### config.mk
export PLATFORM = sky130hd
export DESIGN_NAME = q_sample_fetcher_flat
export DESIGN_NICKNAME = d
export VERILOG_FILES = /design/src/rtl/q_sample_fetcher_if.sv /design/src/rtl/q_sample_fetcher.sv /design/src/flat_wrapper.sv
export SDC_FILE = /design/constraint.sdc
export NUM_CORES = 1
export LEC_CHECK = 0
export CAP_MARGIN = 20
export CORE_ASPECT_RATIO = 0.5
export CORE_UTILIZATION = 35
export CTS_BUF_LIST = sky130_fd_sc_hd__clkbuf_2
export DETAILED_ROUTE_END_ITERATION = 10
export PLACE_DENSITY = 0.66
export SYNTH_ARGS = -nofsm -noshare
export SYNTH_HDL_FRONTEND = slang
export SYNTH_SLANG_ARGS = --single-unit
export TNS_END_PERCENT = 100
### constraint.sdc
create_clock -name clk -period 2.5 [get_ports clk]
set_input_delay 0.375 -clock clk [delete_from_list [all_inputs] [get_ports clk]]
set_output_delay 0.375 -clock clk [all_outputs]
set_load 0.01 [all_outputs]
### src/rtl/q_sample_fetcher_if.sv
// Transition, Q-table RAM and updater signals for q_sample_fetcher.
// Q_FETCH_ARGMAX_EN adds o_best_action.
interface q_sample_fetcher_if #(
    parameter int DATA_WIDTH  = 32,
    parameter int STATE_BITS  = 4,
    parameter int ACTION_BITS = 2
);
    logic                              i_valid;
    logic [STATE_BITS-1:0]             i_state;
    logic [ACTION_BITS-1:0]            i_action;
    logic [STATE_BITS-1:0]             i_next_state;
    logic [DATA_WIDTH-1:0]             i_rt;
    logic                              o_ready;
    logic                              mem_ren;
    logic [STATE_BITS+ACTION_BITS-1:0] mem_raddr;
    logic [DATA_WIDTH-1:0]             mem_rdata;
    logic                              mem_wen;
    logic [STATE_BITS+ACTION_BITS-1:0] mem_waddr;
    logic [DATA_WIDTH-1:0]             mem_wdata;
    logic                              o_valid;
    logic [DATA_WIDTH-1:0]             o_q;
    logic [DATA_WIDTH-1:0]             o_max_q;
    logic [DATA_WIDTH-1:0]             o_rt;
    logic                              i_q_new_valid;
    logic [DATA_WIDTH-1:0]             i_q_new;
    logic                              o_err;
`ifdef Q_FETCH_ARGMAX_EN
    logic [ACTION_BITS-1:0]            o_best_action;
`endif

    modport slave (
        input  i_valid, i_state, i_action, i_next_state, i_rt, mem_rdata,
               i_q_new_valid, i_q_new,
        output o_ready, mem_ren, mem_raddr, mem_wen, mem_waddr, mem_wdata,
               o_valid, o_q, o_max_q, o_rt, o_err
`ifdef Q_FETCH_ARGMAX_EN
        , o_best_action
`endif
    );

    modport master (
        output i_valid, i_state, i_action, i_next_state, i_rt, mem_rdata,
               i_q_new_valid, i_q_new,
        input  o_ready, mem_ren, mem_raddr, mem_wen, mem_waddr, mem_wdata,
               o_valid, o_q, o_max_q, o_rt, o_err
`ifdef Q_FETCH_ARGMAX_EN
        , o_best_action
`endif
    );
endinterface

### src/rtl/q_sample_fetcher.sv
// Q-learning fetch front end: reads Q(s,a) and the s' row, finds the FP max, writes q_new back.
// Q_FETCH_ARGMAX_EN adds the o_best_action output and its index register.
module q_sample_fetcher #(
    parameter int DATA_WIDTH  = 32,
    parameter int STATE_BITS  = 4,
    parameter int ACTION_BITS = 2
) (
    input logic              clk,
    input logic              rst_n,
    q_sample_fetcher_if.slave bus
);
    localparam int ADDR_W = STATE_BITS + ACTION_BITS;
    localparam int NUM_ACTIONS = 2**ACTION_BITS;
    localparam logic [ACTION_BITS-1:0] K_ONE  = ACTION_BITS'(1);
    localparam logic [ACTION_BITS-1:0] K_LAST = ACTION_BITS'(NUM_ACTIONS-1);

    typedef enum logic [2:0] {IDLE, RD_Q, RD_NEXT, DRAIN, ISSUE, WAIT_RES, WRITE} state_e;

    state_e                  state_q, state_d;
    logic [STATE_BITS-1:0]   s_q, s_d, sn_q, sn_d;
    logic [ACTION_BITS-1:0]  a_q, a_d, k_q, k_d;
    logic                    ren_q, ren_d, wen_q, wen_d, valid_q, valid_d, err_q, err_d;
    logic [ADDR_W-1:0]       raddr_q, raddr_d, waddr_q, waddr_d;
    logic [DATA_WIDTH-1:0]   wdata_q, wdata_d, q_q, q_d, maxq_q, maxq_d, rt_q, rt_d;
    logic                    max_load, cmp_win;

    // Sign-magnitude compare; +0 and -0 are equal so the incumbent is kept.
    function automatic logic fp_gt(input logic [DATA_WIDTH-1:0] x, input logic [DATA_WIDTH-1:0] y);
        if (x[DATA_WIDTH-2:0] == '0 && y[DATA_WIDTH-2:0] == '0) return 1'b0;
        if (x[DATA_WIDTH-1] != y[DATA_WIDTH-1]) return !x[DATA_WIDTH-1];
        if (!x[DATA_WIDTH-1]) return x[DATA_WIDTH-2:0] > y[DATA_WIDTH-2:0];
        return x[DATA_WIDTH-2:0] < y[DATA_WIDTH-2:0];
    endfunction

    assign cmp_win = fp_gt(bus.mem_rdata, maxq_q);

    always_comb begin
        state_d  = state_q;
        s_d      = s_q;
        a_d      = a_q;
        sn_d     = sn_q;
        k_d      = k_q;
        ren_d    = 1'b0;
        raddr_d  = raddr_q;
        wen_d    = 1'b0;
        waddr_d  = waddr_q;
        wdata_d  = wdata_q;
        valid_d  = 1'b0;
        q_d      = q_q;
        rt_d     = rt_q;
        max_load = 1'b0;
        err_d    = err_q | (bus.i_q_new_valid & (state_q != WAIT_RES));
        case (state_q)
            IDLE: begin
                if (bus.i_valid) begin
                    s_d     = bus.i_state;
                    a_d     = bus.i_action;
                    sn_d    = bus.i_next_state;
                    rt_d    = bus.i_rt;
                    ren_d   = 1'b1;
                    raddr_d = {bus.i_state, bus.i_action};
                    state_d = RD_Q;
                end
            end
            RD_Q: begin
                ren_d   = 1'b1;
                raddr_d = {sn_q, ACTION_BITS'(0)};
                k_d     = '0;
                state_d = RD_NEXT;
            end
            RD_NEXT: begin
                // Read data lags by one: k=0 returns Q(s,a), k=1 returns Q(s',0), and so on.
                if (k_q == '0)         q_d = bus.mem_rdata;
                else if (k_q == K_ONE) max_load = 1'b1;
                else                   max_load = cmp_win;
                if (k_q == K_LAST) begin
                    state_d = DRAIN;
                end else begin
                    k_d     = k_q + K_ONE;
                    ren_d   = 1'b1;
                    raddr_d = {sn_q, k_q + K_ONE};
                end
            end
            DRAIN: begin
                max_load = cmp_win;
                k_d      = '0;
                valid_d  = 1'b1;
                state_d  = ISSUE;
            end
            ISSUE: state_d = WAIT_RES;
            WAIT_RES: begin
                if (bus.i_q_new_valid) begin
                    wen_d   = 1'b1;
                    waddr_d = {s_q, a_q};
                    wdata_d = bus.i_q_new;
                    state_d = WRITE;
                end
            end
            WRITE: state_d = IDLE;
            default: state_d = IDLE;
        endcase
        maxq_d = max_load ? bus.mem_rdata : maxq_q;
    end

    always_ff @(posedge clk or negedge rst_n) begin
        if (!rst_n) begin
            state_q <= IDLE;
            s_q     <= '0;
            a_q     <= '0;
            sn_q    <= '0;
            k_q     <= '0;
            ren_q   <= 1'b0;
            raddr_q <= '0;
            wen_q   <= 1'b0;
            waddr_q <= '0;
            wdata_q <= '0;
            valid_q <= 1'b0;
            q_q     <= '0;
            maxq_q  <= '0;
            rt_q    <= '0;
            err_q   <= 1'b0;
        end else begin
            state_q <= state_d;
            s_q     <= s_d;
            a_q     <= a_d;
            sn_q    <= sn_d;
            k_q     <= k_d;
            ren_q   <= ren_d;
            raddr_q <= raddr_d;
            wen_q   <= wen_d;
            waddr_q <= waddr_d;
            wdata_q <= wdata_d;
            valid_q <= valid_d;
            q_q     <= q_d;
            maxq_q  <= maxq_d;
            rt_q    <= rt_d;
            err_q   <= err_d;
        end
    end

`ifdef Q_FETCH_ARGMAX_EN
    logic [ACTION_BITS-1:0] best_q, best_d;

    // Word returned in RD_NEXT belongs to action k-1; DRAIN returns the last action.
    always_comb begin
        best_d = best_q;
        if (max_load) best_d = (state_q == DRAIN) ? K_LAST : k_q - K_ONE;
    end

    always_ff @(posedge clk or negedge rst_n) begin
        if (!rst_n) best_q <= '0;
        else        best_q <= best_d;
    end

    assign bus.o_best_action = best_q;
`endif

    assign bus.o_ready   = (state_q == IDLE);
    assign bus.mem_ren   = ren_q;
    assign bus.mem_raddr = raddr_q;
    assign bus.mem_wen   = wen_q;
    assign bus.mem_waddr = waddr_q;
    assign bus.mem_wdata = wdata_q;
    assign bus.o_valid   = valid_q;
    assign bus.o_q       = q_q;
    assign bus.o_max_q   = maxq_q;
    assign bus.o_rt      = rt_q;
    assign bus.o_err     = err_q;
endmodule

### src/flat_wrapper.sv
// flat-port wrapper written by rule: the top's interface ports become plain ports
module q_sample_fetcher_flat 
#(
    parameter int DATA_WIDTH  = 32,
    parameter int STATE_BITS  = 4,
    parameter int ACTION_BITS = 2
)
  (clk, rst_n, bus_i_valid, bus_i_state, bus_i_action, bus_i_next_state, bus_i_rt, bus_mem_rdata, bus_i_q_new_valid, bus_i_q_new, bus_o_ready, bus_mem_ren, bus_mem_raddr, bus_mem_wen, bus_mem_waddr, bus_mem_wdata, bus_o_valid, bus_o_q, bus_o_max_q, bus_o_rt, bus_o_err);
  q_sample_fetcher_if #(.DATA_WIDTH(DATA_WIDTH), .STATE_BITS(STATE_BITS), .ACTION_BITS(ACTION_BITS)) bus_i ();
  input logic clk;
  input logic rst_n;
  input wire logic [$bits(bus_i.i_valid)-1:0] bus_i_valid;
  input wire logic [$bits(bus_i.i_state)-1:0] bus_i_state;
  input wire logic [$bits(bus_i.i_action)-1:0] bus_i_action;
  input wire logic [$bits(bus_i.i_next_state)-1:0] bus_i_next_state;
  input wire logic [$bits(bus_i.i_rt)-1:0] bus_i_rt;
  input wire logic [$bits(bus_i.mem_rdata)-1:0] bus_mem_rdata;
  input wire logic [$bits(bus_i.i_q_new_valid)-1:0] bus_i_q_new_valid;
  input wire logic [$bits(bus_i.i_q_new)-1:0] bus_i_q_new;
  output wire logic [$bits(bus_i.o_ready)-1:0] bus_o_ready;
  output wire logic [$bits(bus_i.mem_ren)-1:0] bus_mem_ren;
  output wire logic [$bits(bus_i.mem_raddr)-1:0] bus_mem_raddr;
  output wire logic [$bits(bus_i.mem_wen)-1:0] bus_mem_wen;
  output wire logic [$bits(bus_i.mem_waddr)-1:0] bus_mem_waddr;
  output wire logic [$bits(bus_i.mem_wdata)-1:0] bus_mem_wdata;
  output wire logic [$bits(bus_i.o_valid)-1:0] bus_o_valid;
  output wire logic [$bits(bus_i.o_q)-1:0] bus_o_q;
  output wire logic [$bits(bus_i.o_max_q)-1:0] bus_o_max_q;
  output wire logic [$bits(bus_i.o_rt)-1:0] bus_o_rt;
  output wire logic [$bits(bus_i.o_err)-1:0] bus_o_err;
  assign bus_i.i_valid = bus_i_valid;
  assign bus_i.i_state = bus_i_state;
  assign bus_i.i_action = bus_i_action;
  assign bus_i.i_next_state = bus_i_next_state;
  assign bus_i.i_rt = bus_i_rt;
  assign bus_i.mem_rdata = bus_mem_rdata;
  assign bus_i.i_q_new_valid = bus_i_q_new_valid;
  assign bus_i.i_q_new = bus_i_q_new;
  assign bus_o_ready = bus_i.o_ready;
  assign bus_mem_ren = bus_i.mem_ren;
  assign bus_mem_raddr = bus_i.mem_raddr;
  assign bus_mem_wen = bus_i.mem_wen;
  assign bus_mem_waddr = bus_i.mem_waddr;
  assign bus_mem_wdata = bus_i.mem_wdata;
  assign bus_o_valid = bus_i.o_valid;
  assign bus_o_q = bus_i.o_q;
  assign bus_o_max_q = bus_i.o_max_q;
  assign bus_o_rt = bus_i.o_rt;
  assign bus_o_err = bus_i.o_err;
  q_sample_fetcher #(.DATA_WIDTH(DATA_WIDTH), .STATE_BITS(STATE_BITS), .ACTION_BITS(ACTION_BITS)) u_core (.clk(clk), .rst_n(rst_n), .bus(bus_i));
endmodule
---- Yosys cells after proc, flatten, opt, wreduce, memory -nomap -nowiden ----
Index checks and enable logic that the tools add are counted.
word-level totals
  register bits ........................... 159
  input port bits ......................... 110
  output and inout port bits .............. 145
cells by class
  add/sub/neg operators ................... 1
  order comparisons ....................... 2
  equal/unequal tests ..................... 13
  muxes and demuxes ....................... 30
  bitwise operators ....................... 2
  reduce and logical (&&, ||, !) cells .... 15
operator list
  operator                                             number
  logical NOT 31 bit                                   2
  > comparator 31 bit                                  1
  < comparator 31 bit                                  1
  2-to-1 mux 1 bit                                     19
  case mux 3 bit (6 select lines)                      1
  case mux 6 bit (3 select lines)                      1
  2-to-1 mux 6 bit                                     2
  2-to-1 mux 3 bit                                     3
  AND reduction 2 bit                                  4
  equality test 3 x 2 -> 1 bit, second input constant  2
  equality test 3 bit, second input constant           2
  != test 2 bit, second input constant                 3
  AND reduction 3 bit                                  2
  case mux 2 bit (2 select lines)                      1
  equality test 3 x 1 -> 1 bit, second input constant  1
  logical NOT 3 bit                                    1
  != test 3 bit, second input constant                 1
  case mux 1 bit (3 select lines)                      1
  nonzero test 3 bit                                   1
  adder 2 x 1 -> 2 bit, second input constant          1
  equality test 2 x 1 -> 1 bit, second input constant  1
  equality test 2 bit, second input constant           1
  logical NOT 2 bit                                    1
  2-to-1 mux 2 bit                                     1
  other kinds (9)                                      9

---- Longest topological paths before layout ----
  depth in word-level cells ............... 12
  depth in mapped cells ................... 11
  depth with buffers taken out ............ 10

---- Worst setup path after synthesis ----
OpenSTA, ideal clock, no wires.
  path kind ............................... register -> register
  start ................................... register u_core.maxq_q[8], in the netlist u_core.bus.o_max_q[8]
  end ..................................... register u_core.maxq_q[10], in the netlist u_core.bus.o_max_q[10]
  library setup time ...................... 125 ps
  arrival time ............................ 2712 ps
  required time ........................... 2375 ps
  setup slack ............................. -338 ps
  stages on the path, launching flop included .. 12
  buffers on the path ..................... 1
  period minus slack after synthesis ...... 2838 ps
  path through ............................ dfrtp_1 -> inv_1 -> ha_1 -> a21o_1 -> a221o_1 -> a221oi_2 -> o21ai_1 -> a211o_1 -> o21ai_0 -> o311ai_2 -> buf_6 -> mux2_4
between the ends
  cells in the longest elaborated chain, start to end .. 8
  elaborated cells on any way between the ends .. 12
  classes of those cells .................. 2 x order compare; 8 x mux; 2 x reduce/logical
ends and longest elaborated chain
  what                                 RTL line                 source
  start: declaration                   q_sample_fetcher.sv:24   logic [DATA_WIDTH-1:0] wdata_q, wdata_d, q_q, q_d, maxq_q, maxq_d, rt_q, rt_d;
  start signal: assignment             q_sample_fetcher.sv:135  maxq_q <= maxq_d;
  > comparator 31 bit                  q_sample_fetcher.sv:31   if (!x[DATA_WIDTH-1]) return x[DATA_WIDTH-2:0] > y[DATA_WIDTH-2:0];
  2-to-1 mux 1 bit                     q_sample_fetcher.sv:31
  2-to-1 mux 1 bit                     q_sample_fetcher.sv:32   return x[DATA_WIDTH-2:0] < y[DATA_WIDTH-2:0];
  2-to-1 mux 1 bit                     q_sample_fetcher.sv:31
  2-to-1 mux 1 bit (*)                 q_sample_fetcher.sv:30   if (x[DATA_WIDTH-1] != y[DATA_WIDTH-1]) return !x[DATA_WIDTH-1];
  2-to-1 mux 1 bit                     q_sample_fetcher.sv:74   else if (k_q == K_ONE) max_load = 1'b1;
  2-to-1 mux 1 bit                     q_sample_fetcher.sv:73   if (k_q == '0) q_d = bus.mem_rdata;
  case mux 1 bit (2 select lines) (*)  q_sample_fetcher.sv:53   case (state_q)
Mark *: on every way between the ends. The rest lies on a longest branch, timed or not.
A chain may end at the register's enable or synchronous reset.

---- Final worst setup path ----
  start ................................... register u_core.maxq_q[8], in the netlist u_core.bus.o_max_q[8]
  end ..................................... register u_core.maxq_q[6], in the netlist u_core.bus.o_max_q[6]
Same word-level chain as after synthesis.

==> out/metrics.yaml <==
status: "finished, violations left"
failed_checks: "negative setup slack"
grt_pass1_vias: 5865
via_count: 5625
num-nets-final: 1077
layout_setup_ws_ns: -0.443
clk-insertion-delay-late_ns: 0.73
p_leak_nw: 4.99
finalInstanceArea_um2: 10900
ant_nets: 0
die_h_um: 103
ys_seq_area_share_pct: 56.0
placed_cells: 1178
critPathArrivalTime_ns: 3.56
core_area_um2: 19700
initialDrtViolationCount: 153
rsz0062_at_grt: "true"
nFillCells: 1698
final_cell_count_no_fill: 1214
cts_tree: "yes"
synth_area_leaders: "dfrtp_1, mux2_2, nand2_1"
layout_commonest_cell: "clkdlybuf4s50_1"
crit_type: "flip-flop to flip-flop"
end_kind: "flip-flop"
syn_area_um2: 7110
drive_gt1_share_pct: 24.5
die-area_um2: 20900
final.min_clock_period_ns: 2.94
pin_count: 255
finalHoldViolations: 0
finalCritPeriodShare_pct: 118
setup_violations: 32
overflow: 0
cp_data_required_time_ns: 3.11
layout_common_cells: "clkdlybuf4s50_1, dfrtp_1, nand2_1"
via_per_inst: 4.63
skew_ns: 0.0335
path_clk_slew_ns: 0.23
drt-total-wl_um: 19500
cts-htree-levels: 4
startpoint_type: "flip-flop"
syn_nets: 740
wl_per_cell_um: 16.1
rows: 36
drv_slew: 0
grtUsageTotal_pct: 19.0
slew_headroom_pct: 61.1
cts_made_buffers: 17
synth_area_leader_cell: "dfrtp_1"
synthCells: 597
yosysUniqueCellTypes: 38
synth_edf_count: 0
power_density_nw_per_um2: 1230
yosysWarningCount: 0
hold_path.class: "primary input to async pin"
maxCapViolCount: 0
irDropWorstVdd_v: 0.000596
yosys_register_bits: 159
antenna_found_initial: 1
synth_top_area_share_pct: 56.0
tightest_slew_ns: 0.569
syn_area_per_cell_um2: 11.9
first_pass_iters: 6
synthFlopType: "dfrtp_1"
area_growth_pct: 53.8
clock_sinks: 159
power_mw: 13.4
dpl_cell_area_um2: 10600
whs_ns: 0.131
die_x_um: 204
root_buffer: "clkbuf_2"
detailed_place_hpwl_um: 14800
clockBufferDepth: 2
cp_max_fo: 17
grt_max_degree: 50
place_congestion: 0.850
portBuffers: 254
timing.fmax_mhz: 340
start_util_pct: 36.1
async_flop_share_pct: 100
grt_pass1_wl_um: 30800
drc: 0
-- flip-flops by register name, summed over array words and instances, names as in the netlist --
register,count
u_core.k_q,2
u_core.bus.mem_waddr,6
u_core.bus.mem_ren,1
u_core.state_q,3
u_core.bus.mem_raddr,6
u_core.bus.o_max_q,32
u_core.bus.mem_wen,1
u_core.s_q,4
u_core.bus.o_err,1
u_core.a_q,2
u_core.sn_q,4
u_core.bus.o_q,32
u_core.bus.o_rt,32
u_core.bus.mem_wdata,32
u_core.bus.o_valid,1
-- cell families (layout without fill, tap and decap cells) --
group	count (synthesis)	after routing	synth area share (%)
AND/OR/NAND/NOR	188	188	11.4
flip-flops	159	159	56.0
multiplexers	110	110	18.9
buffers and inverters	61	410	3.54
AO/OA/AOI/OAI	45	45	4.19
adder cells (fa/ha/maj)	33	33	5.81
XOR/XNOR	1	1	0.123
other	0	2	0
-- per-layer routing --
layer,routed length (um),track usage (%),vias up
met3,736,4.58,13
met1,8670,24.3,2795
met4,183,5.67,0
met5,0,0,-
met2,9900,32.5,98
li1,-,-,2719
-- area by class of cell --
class                      count  area [um2]  area share, %
tap                          266         333           3.04
timing repair buffer         342        3300           30.2
clock inverter                12         168           1.53
multi-input combinational    377        2910           26.6
inverter                      37         139           1.27
sequential                   159        3980           36.4
clock buffer                  19        95.1          0.870
antenna                        2        5.00         0.0458
-- final timing paths --
| path | slack (ns) | from | endpoint | depth (start not counted) |
|---|---|---|---|---|
| max | -0.44 | u_core.bus.o_max_q[8] | u_core.bus.o_max_q[6] | 11 |
| min | 0.13 | rst_n | u_core.bus.o_rt[24] | 2 |
| max reg2reg | -0.44 | u_core.bus.o_max_q[8] | u_core.bus.o_max_q[6] | 11 |
| min reg2reg | 0.50 | u_core.a_q[0] | u_core.bus.mem_waddr[0] | 2 |
| max in group asynchronous | 1.63 | rst_n | u_core.bus.mem_wdata[4] | 3 |
| min in group clk | 0.13 | bus_i_q_new[14] | u_core.bus.mem_wdata[14] | 3 |
-- Yosys cell counts (5+ instances only) --
| master | count |
|---|---|
| nand4_1 | 6 |
| mux2_2 | 76 |
| buf_1 | 5 |
| dfrtp_1 | 159 |
| ha_1 | 33 |
| o21ai_0 | 11 |
| nor4_1 | 16 |
| nor3_1 | 6 |
| nor2_1 | 17 |
| clkbuf_1 | 16 |
| nand3_1 | 6 |
| mux2_4 | 30 |
| a21oi_1 | 16 |
| inv_1 | 37 |
| nand2_1 | 127 |
-- report_power, final --
| part | total, mW | internal [mW] | switching, mW | leakage, nW |
|---|---|---|---|---|
| Combinational | 7.31 | 4.37 | 2.93 | 2.92 |
| Clock | 1.59 | 0.653 | 0.933 | 0.159 |
| Sequential | 4.55 | 3.84 | 0.706 | 1.90 |
| Total | 13.4 | 8.87 | 4.57 | 4.99 |
-- through the flow --
stage / TNS, ns / worst slack [ns] / util [%]
floorplan: -8.29 / -0.271 / -
global placement: -25.29 / -0.797 / 53.9
detailed placement: -26.75 / -0.853 / 53.9
CTS: -13.53 / -0.447 / 55.2
global route: -16.82 / -0.550 / 55.5
finish: -13.19 / -0.443 / 55.5
-- worst max-delay path, cell delays in order, from the launching register on --
cell      delay, ns
dfrtp_1        0.44
inv_2          0.08
ha_4           0.20
a21o_1         0.17
a221o_1        0.33
a221oi_2       0.28
o21ai_1        0.14
a211o_1        0.32
o21ai_2        0.17
o311ai_4       0.19
buf_12         0.21
mux2_4         0.30
-- repair_timing --
action | CTS | global route
setup endpoints to repair | 33 | 32
resized for setup | 2 | 3
pin swaps | 1 | 0
endpoints found under the hold margin | 159 | 0
gates cloned | 0 | 1
setup buffers | 0 | 1
hold buffers | 1 | 0
Note: power is estimated with default switching activity, not from simulation.
